`src/rtl/mem_stage_lsu.sv`:
```
// Memory-stage load/store unit: drives a req/gnt/rvalid data-memory port, stalls
// the pipeline for each access and aligns/extends returned load data.
module mem_stage_lsu #(
  parameter logic [7:0] MAX_WAIT = 8'd255
) (
  input  logic        clk,
  input  logic        rst,
  input  logic        ex_valid,
  input  logic        mem_read,
  input  logic        mem_write,
  input  logic [2:0]  funct3,
  input  logic [31:0] addr,
  input  logic [31:0] wdata,
  output logic        stall,
  output logic        done,
  output logic [31:0] rdata,
  output logic        acc_fault,
  output logic        bus_err,
  output logic        dm_req,
  output logic        dm_we,
  output logic [31:0] dm_addr,
  output logic [3:0]  dm_be,
  output logic [31:0] dm_wdata,
  input  logic        dm_gnt,
  input  logic        dm_rvalid,
  input  logic [31:0] dm_rdata
);

  typedef enum logic [1:0] {IDLE, REQ, RESP, DONE} state_t;

  state_t      state, state_nxt;
  logic [7:0]  cnt;
  logic        err_q;
  logic        we_q;
  logic [2:0]  f3_q;
  logic [31:0] addr_q;
  logic [31:0] wdata_q;
  logic        access;
  logic        fault;
  logic        accept;
  logic        timeout;
  logic        to_evt;

  function automatic logic illegal(input logic rd, input logic wr,
                                   input logic [2:0] f3, input logic [1:0] off);
    logic bad;
    bad = 1'b0;
    if (rd && wr) bad = 1'b1;
    if (wr && (f3 > 3'b010)) bad = 1'b1;
    if (rd && ((f3 == 3'b011) || (f3[2:1] == 2'b11))) bad = 1'b1;
    if ((f3[1:0] == 2'b01) && off[0]) bad = 1'b1;
    if ((f3[1:0] == 2'b10) && (off != 2'b00)) bad = 1'b1;
    return bad;
  endfunction

  function automatic logic [3:0] byte_en(input logic [1:0] sz, input logic [1:0] off);
    case (sz)
      2'b00:   return 4'b0001 << off;
      2'b01:   return off[1] ? 4'b1100 : 4'b0011;
      default: return 4'b1111;
    endcase
  endfunction

  function automatic logic [31:0] store_data(input logic [1:0] sz, input logic [31:0] d);
    case (sz)
      2'b00:   return {4{d[7:0]}};
      2'b01:   return {2{d[15:0]}};
      default: return d;
    endcase
  endfunction

  function automatic logic [31:0] load_ext(input logic [2:0] f3, input logic [1:0] off,
                                           input logic [31:0] word);
    logic [31:0] sh;
    sh = word >> {off, 3'b000};
    case (f3)
      3'b000:  return {{24{sh[7]}}, sh[7:0]};
      3'b100:  return {24'd0, sh[7:0]};
      3'b001:  return {{16{sh[15]}}, sh[15:0]};
      3'b101:  return {16'd0, sh[15:0]};
      default: return sh;
    endcase
  endfunction

  assign access  = ex_valid & (mem_read | mem_write);
  assign fault   = illegal(mem_read, mem_write, funct3, addr[1:0]);
  assign timeout = (cnt == (MAX_WAIT - 8'd1));
  assign to_evt  = ((state == REQ) && !dm_gnt && timeout) ||
                   ((state == RESP) && !dm_rvalid && timeout);

  always_comb begin
    state_nxt = state;
    stall     = 1'b0;
    done      = 1'b0;
    acc_fault = 1'b0;
    bus_err   = 1'b0;
    dm_req    = 1'b0;
    dm_we     = 1'b0;
    dm_addr   = '0;
    dm_be     = '0;
    dm_wdata  = '0;
    accept    = 1'b0;
    case (state)
      IDLE: begin
        if (access) begin
          if (fault) begin
            acc_fault = 1'b1;
          end else begin
            stall     = 1'b1;
            accept    = 1'b1;
            state_nxt = REQ;
          end
        end
      end
      REQ: begin
        stall    = 1'b1;
        dm_req   = 1'b1;
        dm_we    = we_q;
        dm_addr  = {addr_q[31:2], 2'b00};
        dm_be    = byte_en(f3_q[1:0], addr_q[1:0]);
        dm_wdata = store_data(f3_q[1:0], wdata_q);
        if (dm_gnt)       state_nxt = RESP;
        else if (timeout) state_nxt = DONE;
      end
      RESP: begin
        stall = 1'b1;
        if (dm_rvalid || timeout) state_nxt = DONE;
      end
      DONE: begin
        done      = 1'b1;
        bus_err   = err_q;
        state_nxt = IDLE;
      end
    endcase
  end

  // Control and load-result registers
  always_ff @(posedge clk or negedge rst) begin
    if (!rst) begin
      state <= IDLE;
      cnt   <= '0;
      err_q <= 1'b0;
      rdata <= '0;
    end else begin
      state <= state_nxt;
      if (accept) begin
        cnt   <= '0;
        err_q <= 1'b0;
      end else if ((state == REQ) || (state == RESP)) begin
        cnt <= cnt + 8'd1;
      end
      if (to_evt) begin
        err_q <= 1'b1;
        if (!we_q) rdata <= '0;
      end else if ((state == RESP) && dm_rvalid && !we_q) begin
        rdata <= load_ext(f3_q, addr_q[1:0], dm_rdata);
      end
    end
  end

  // Access capture; only meaningful once accepted
  always_ff @(posedge clk) begin
    if (accept) begin
      addr_q  <= addr;
      wdata_q <= wdata;
      f3_q    <= funct3;
      we_q    <= mem_write;
    end
  end

endmodule

```
`config.mk`:
```
export PLATFORM = sky130hd
export DESIGN_NAME = mem_stage_lsu
export DESIGN_NICKNAME = d
export VERILOG_FILES = /design/src/rtl/mem_stage_lsu.sv
export SDC_FILE = /design/constraint.sdc
export NUM_CORES = 1
export LEC_CHECK = 0
export CAP_MARGIN = 20
export CORE_MARGIN = 3
export CORE_UTILIZATION = 30
export CTS_BUF_LIST = sky130_fd_sc_hd__clkbuf_16
export DETAILED_ROUTE_END_ITERATION = 6
export PLACE_DENSITY = 0.63
export SYNTH_ARGS = -nofsm -noshare
export SYNTH_HDL_FRONTEND = slang
export SYNTH_SLANG_ARGS = --single-unit
export TNS_END_PERCENT = 100
```
`constraint.sdc`:
```
create_clock -name clk -period 3.93 [get_ports clk]
set_clock_uncertainty 0.05 [all_clocks]
set_input_delay 0.5895 -clock clk [delete_from_list [all_inputs] [get_ports clk]]
set_output_delay 0.5895 -clock clk [all_outputs]
set_load 0.1 [all_outputs]
```
After elaboration in Yosys (flattened, before gate mapping)

Cells that the tools add are included.

Magnitude comparators: 1
Reductions and logical operators: 28
Equality and inequality tests: 17
Shift operators: 2
$add $sub $neg: 1
Bitwise operators: 2
Muxes and demuxes: 36

Operator list:

| cell                                                                  | number |
|---|---|
| 32-bit two-way mux                                                    | 5 |
| 32-bit one-hot mux with 4 select lines                                | 1 |
| 32-bit one-hot mux with 2 select lines                                | 1 |
| 32-bit by 5-bit right shift with 32-bit output                        | 1 |
| 1-bit two-way mux                                                     | 17 |
| 8-bit two-way mux                                                     | 2 |
| 1-bit logical AND                                                     | 11 |
| 2-bit two-way mux                                                     | 5 |
| 8-bit by 1-bit adder with 8-bit output, second input constant         | 1 |
| 2-bit equality test, second input constant                            | 4 |
| 8-bit equality test, second input constant                            | 1 |
| 4-bit two-way mux                                                     | 2 |
| 2-bit one-hot mux with 4 select lines                                 | 1 |
| 4-bit one-hot mux with 2 select lines                                 | 1 |
| 2-bit nonzero test                                                    | 4 |
| 2-bit by 1-bit equality test with 1-bit output, second input constant | 3 |
| 3-bit equality test, second input constant                            | 2 |
| 2-bit != test, second input constant                                  | 3 |
| 2-bit logical NOT                                                     | 2 |
| 1-bit logical OR                                                      | 4 |
| 4-bit AND reduction                                                   | 1 |
| 1-bit by 2-bit left shift with 4-bit output, first input constant     | 1 |
| 3-bit by 1-bit equality test with 1-bit output, second input constant | 1 |
| 3-bit by 2-bit equality test with 1-bit output, second input constant | 1 |
| 10 further kinds                                                      | 12 |

Input bits: 106
Output and inout port bits: 106
Register bits: 111

Longest topological paths before layout

Gate-level depths: netlist of the first run.

Word-level depth: 11
Gate-level depth with buffers: 8
Depth with buffers taken out: 7

Least setup slack after synthesis of the first run

Ideal clock, no wire load.

Path kind: input to register
From: in funct3[2]
To: reg addr_q[0], enable pin
Arrival: 3355 ps
Required time: 3420 ps
Stages: 5
Path slack: 65 ps
Cell sequence: o211ai_1 nand3_1 a221oi_1 and3_1 clkbuf_1

Longest elaborated chain between the ends: 9
Elaborated cells between the ends (all ways): 13
Those cells by class: 1 x order compare; 2 x eq/ne; 7 x mux; 3 x reduce/logical

RTL lines:

| element                                                                     | RTL line | source |
|---|---|---|
| start: declaration                                                          | 11       | `input logic [2:0] funct3,` |
| 3-bit by 2-bit > comparator with 1-bit output, or another cell as far along | 49       | `if (wr && (f3 > 3'b010)) bad = 1'b1;` |
| 1-bit logical AND or 1-bit logical OR (tied branches)                       | 49, 50   |  |
| 1-bit two-way mux or 1-bit logical AND (tied branches)                      | 49, 50   |  |
| 1-bit two-way mux *                                                         | 50       | `if (rd && ((f3 == 3'b011) \|\| (f3[2:1] == 2'b11))) bad = 1'b1;` |
| 1-bit two-way mux *                                                         | 51       | `if ((f3[1:0] == 2'b01) && off[0]) bad = 1'b1;` |
| 1-bit two-way mux *                                                         | 52       | `if ((f3[1:0] == 2'b10) && (off != 2'b00)) bad = 1'b1;` |
| 1-bit two-way mux *                                                         | 106      | `if (fault) begin` |
| 1-bit two-way mux *                                                         | 105      | `if (access) begin` |
| 1-bit two-way mux *                                                         | 103      | `case (state)` |
| via accept                                                                  | 40       | `logic accept;` |
| end signal: assignment                                                      | 164      | `addr_q <= addr;` |
| end: declaration                                                            | 36       | `logic [31:0] addr_q;` |

The timed path passes the listed nets; every way through them passes the cells marked *.
A chain may end at the register's enable or synchronous reset.

Final worst setup path of the first run

From: reg state[1]
To: out dm_addr[30]

Longest elaborated chain between the ends: 2

RTL lines:

| element                                        | RTL line | source |
|---|---|---|
| start: declaration                             | 31       | `state_t state, state_nxt;` |
| start signal: assignment                       | 145      | `state <= state_nxt;` |
| 2-bit by 1-bit equality test with 1-bit output | 103      |  |
| 32-bit two-way mux                             | 103      |  |
| end: declaration                               | 21       | `output logic [31:0] dm_addr,` |

Every way passes these cells.

==> results of run 1 <==
==> logic make-up after synthesis <==
group / after synthesis
xor gates and xnor gates: 8
buffers and inverters: 38
and+or+nand+nor: 143
DFF: 111
muxes: 42
AOI/OAI and AO/OA: 102
adders and majority gates: 7
other: 1
==> layer usage <==
| layer | wire (µm) | vias to the layer above | global-route usage |
|---|---|---|---|
| li1 | - | 2020 | - |
| met1 | 6670 | 2063 | 0.200 |
| met2 | 7660 | 204 | 0.265 |
| met3 | 1700 | 13 | 0.0635 |
| met4 | 179 | 0 | 0.0428 |
| met5 | 0 | - | 0 |
==> path summary, 6_finish.rpt <==
check | startpoint | endpoint | slack (ps)
setup / recovery | state[1] | dm_addr[30] | 840
hold / removal | rst | rdata[6] | 8
setup reg to reg | state[1] | rdata[17] | 1210
hold reg to reg | rdata[31] | rdata[31] | 450
max in group asynchronous | rst | rdata[14] | 3370
min in group clk | rdata[31] | rdata[31] | 450
==> sequential cells by signal (all words and copies together) (netlist names) <==
register,cells
rdata,32
we_q,1
err_q,1
f3_q,3
cnt,8
addr_q,32
wdata_q,32
state,2
==> through the flow <==
step                      setup slack [ps]  instance area (µm²)  hold slack [ps]
after floorplan                       65.0                 5430              244
after global placement                 938                 7630              425
after detailed placement               916                 7630              429
after CTS                              769                 7920              384
after global routing                   614                 7970             3.51
final                                  842                 7970             8.47
==> cell type report <==
type                            count  share of cell area
Tap cell                          225              0.0353
Sequential cell                   111               0.391
Timing Repair Buffer              217               0.267
Inverter                            6             0.00283
Clock buffer                        9              0.0283
Clock inverter                      7             0.00769
Multi-Input combinational cell    304               0.267
==> placed cells by master, fill, tap and decap left out, types with 7 or more instances in the layout <==
master,netlist,layout
clkdlybuf4s50_1,0,138
edfxtp_1,68,68
buf_4,3,66
and2_1,49,49
nand2_1,44,44
dfrtp_1,43,43
mux2i_1,33,33
a21oi_1,19,19
o21ai_0,18,18
o2bb2ai_1,17,17
nor2_1,15,15
nor2b_1,11,11
buf_12,0,11
o21ai_1,9,9
a221o_1,9,9
clkbuf_16,0,9
a21boi_1,8,8
mux2_2,8,8
a22o_1,7,7
==> reports/results.ini, run 1 <==
[outcome]
outcome=completed

[sta]
finalCritPeriodShare=0.786
relSlewSlack=0.305
layout_min_cycle_time_ps=3090
slew_violations=0
final.setup.tns_ps=0
worstMarginPinSlew_ps=1040
finalHoldViolCount=0
achievable-frequency_ghz=0.324
setup_viol=0
rsz0062_at_grt=no

[route]
firstDrtPassIters=4
wl_um=16200
routed_via_density=4.89
drt_iter0_markers=231
drc=0
detail_route.wl_per_cell_um=18.4
ant_nets=0
num_vias=4300

[synthesis]
ys.flop_type=edfxtp_1
synth.area.top_cells=edfxtp_1 (38%), dfrtp_1 (20%), mux2i_1 (6.1%)
synth-seq-area-share=0.574
synth_compound_area_frac=0.132
synth_seq_cells=111
yosysUniqueCellTypes=51
synth_edf_count=68
synth_common_cells=edfxtp_1 (68), and2_1 (49), nand2_1 (44), dfrtp_1 (43), mux2i_1 (33)
synthArstFlopShare=0.387
syn_inst=452
avgSynthCellArea_um2=12.0
synth_xor_area_frac=0.0129
synth_top_family_by_area=simple AND/OR/NAND/NOR gates
yosysWarnings=0
synth-adder-area-share=0.0161
synth.most_common_cell=edfxtp_1
muxShareOfSynthArea=0.0802
yosysTopAreaCellShare=0.376
yosys.area_share.simple=0.149
synth_top_cell_by_area=edfxtp_1
syn_area_um2=5430

[clock_tree]
cts_tree=yes
cts_max_level=3
cts_buffers=9
hold_buffers=0
cts.clk_slew.worst_paths_ps=80
cts_root_buf=clkbuf_16
clock_path_buffers=2
cts_setup_buffers=0
cts.sinks=111
postCtsResizedCells=0
clk-insertion-delay-late_ps=350

[die]
io_pins=212
rows=48
die_h_um=141
die_area_um2=19800
fp.dieW_um=141
initial_core_util=0.310
core_area_um2=17500

[setup_path]
critPathTopFamily=adder cells
cp.arrival_ps=2450
slowest_stage=ha_2
ff2ff_path_depth=7
path_class=flop to output port
cp-start-kind=flop
cpMostUsedCell=buf_4
required_ps=3290
slowest_delay_ps=750
endpoint_kind=output port
critPathMaxFanout=56
path_buf_inv=3
crit_chain=inv_1, ha_2, buf_4, and2_1, buf_4
path_depth=5

[global_routing]
grt_max_degree=78
antenna_found_initial=0
grt_pass1_vias=4371
gr-total-overflow=0
grtUsageTotal=0.162
grt_pass1_wl_um=24900

[place]
dp.cells=861
port_buffers=209
dpl.hpwl_um=12100
gp_congestion=0.815

[finish]
final_cells=879
area_delta_synth_final_pct=46.8
nets=762
n_antenna_cell=0
multi_input_area_um2=2130
drive_above_1_share=0.179
regArea_um2=3120
fillers=1597
final_util=0.454

[job]
maxCapViolCount=0

[min_path]
hold_class=input pin to async pin

Power of run 1 is left out: the tool's default activity adds up to more than one toggle a clock period on the data nets, which glitch-free logic cannot reach.
==> run 2: changes to the inputs <==
==> constraint.sdc (replaced) <==
create_clock -name clk -period 3.08 [get_ports clk]
set_clock_uncertainty 0.05 [all_clocks]
set_input_delay 0.462 -clock clk [delete_from_list [all_inputs] [get_ports clk]]
set_output_delay 0.462 -clock clk [all_outputs]
set_load 0.1 [all_outputs]
==> reports/results.ini, run 2 (synthesized netlist as in run 1, its figures left out) <==
[outcome]
outcome=completed  ; unchanged

[sta]
rsz0062_at_grt=no  ; unchanged
setup_viol=0  ; unchanged
holdWs_ps=400  ; was 8.47 ps
slew_violations=0  ; unchanged
layout_min_cycle_time_ps=2780
finalHoldViolCount=0  ; unchanged
worstMarginPinSlew_ps=727  ; was 1040 ps
achievable-frequency_ghz=0.360
final.setup.tns_ps=0  ; unchanged
layout_setup_ws_ps=303  ; was 842 ps
relSlewSlack=0.515  ; was 0.305
finalCritPeriodShare=0.902

[setup_path]
critPathTopFamily=compound AO/OA/AOI/OAI gates  ; was adder cells
reg2reg_slack_ps=720  ; was 1210 ps
slowest_stage=clkdlybuf4s50_1  ; was ha_2
crit_chain=clkdlybuf4s50_1, o211ai_1, nand3_1, a221oi_1, and3_2, o21ba_1, buf_12  ; was inv_1, ha_2, buf_4, and2_1, buf_4
ff2ff_path_depth=7  ; unchanged
timing.rr.end=rdata[7]  ; was rdata[17]
required_ps=2570  ; was 3290 ps
critPathMaxFanout=5  ; was 56
path_buf_inv=2  ; was 3
slowest_delay_ps=490  ; was 750 ps
cp.arrival_ps=2270  ; was 2450 ps
endpoint_kind=output port  ; unchanged
cp-start-kind=input pin  ; was flop
reg2reg_from=state[1]  ; unchanged
path_class=input pin to output port  ; was flop to output port

[pwr]
powerDensity_nw_per_um2=1150
p_leak_nw=3.45
total_power_mw=10.1
ir_worst_vdd_mv=0.838

[route]
drc=0  ; unchanged
firstDrtPassIters=4  ; unchanged
ant_nets=0  ; unchanged
wl_um=17200  ; was 16200 µm
drt_iter0_markers=160  ; was 231
num_vias=4367  ; was 4300
detail_route.wl_per_cell_um=19.4  ; was 18.4 µm
routed_via_density=4.93  ; was 4.89

[finish]
multi_input_area_um2=2180  ; was 2130 µm²
final_util=0.498  ; was 0.454
drive_above_1_share=0.259  ; was 0.179
final_common_cell=clkdlybuf4s50_1  ; unchanged
final_cells=885  ; was 879
regArea_um2=3120  ; unchanged
fillers=1515  ; was 1597
design_area_um2=8730  ; was 7970 µm²
nets=767  ; was 762
layout_common_cells=clkdlybuf4s50_1 (104), buf_12 (72), edfxtp_1 (68)  ; was clkdlybuf4s50_1 (138), edfxtp_1 (68), buf_4 (66)
area_delta_synth_final_pct=60.8  ; was 46.8%
top_regs=addr_q (32), rdata (32), wdata_q (32)  ; unchanged

[clock_tree]
postCtsResizedCells=0  ; unchanged
cts.clk_slew.worst_paths_ps=70  ; was 80 ps
cts_setup_buffers=0  ; unchanged
clk-insertion-delay-late_ps=350  ; about the same
cts_max_level=3  ; unchanged
hold_buffers=0  ; unchanged
cts_tree=yes  ; unchanged
cts_buffers=9  ; unchanged
cts.sinks=111  ; unchanged
cts_root_buf=clkbuf_16  ; unchanged
clock_path_buffers=2  ; unchanged

[die]
io_pins=212  ; unchanged
initial_core_util=0.310  ; unchanged
core_area_um2=17500  ; unchanged
rows=48  ; unchanged
die_area_um2=19800  ; unchanged
die_h_um=141  ; unchanged
fp.dieW_um=141  ; unchanged

[place]
port_buffers=209  ; unchanged
dpl.hpwl_um=13300  ; was 12100 µm
pre_cts_ws_ps=305  ; was 916 ps
place_area_um2=8400  ; was 7630 µm²
dp.cells=866  ; was 861
gp_congestion=0.868  ; was 0.815

[global_routing]
antenna_found_initial=1  ; was 0
grt_pass1_wl_um=27200  ; was 24900 µm
grt_max_degree=55  ; was 78
gr-total-overflow=0  ; unchanged
grtUsageTotal=0.178  ; was 0.162
grt_pass1_vias=4796  ; was 4371

[min_path]
hold_class=input pin to async pin  ; unchanged

[job]
maxCapViolCount=0  ; unchanged

run 2: layer usage:
layer	vias to the layer above	wire [µm]	track usage
met3	21	2340	0.102
met2	225	7850	0.280
met5	-	0	0
met4	0	320	0.0505
li1	2027	-	-
met1	2094	6700	0.207
run 2: worst max path at each step:
stage | startpoint | end | slack [ps] | cells after the start
after floorplan | state[1] | dm_addr[20] | 210 | 5
after global placement | funct3[0] | stall | 310 | 7
after detailed placement | funct3[0] | stall | 300 | 7
after CTS | funct3[0] | stall | 290 | 7
after global routing | funct3[0] | stall | 160 | 7
final | funct3[0] | stall | 300 | 7
run 2: area by class of cell:
cell class                      instances  area share
Tap cell                              225      0.0322
Multi-Input combinational cell        304       0.250
Clock inverter                          7     0.00831
Sequential cell                       111       0.357
Timing Repair Buffer                  222       0.324
Inverter                                6     0.00258
Clock buffer                            9      0.0258
Antenna cell                            1    0.000287
run 2: power breakdown:
part           internal (mW)  switching [mW]
registers               1.90           0.220
clock network          0.634           0.548
logic                   2.02            4.74
total                   4.55            5.51
(Power assumes the default switching activity.)
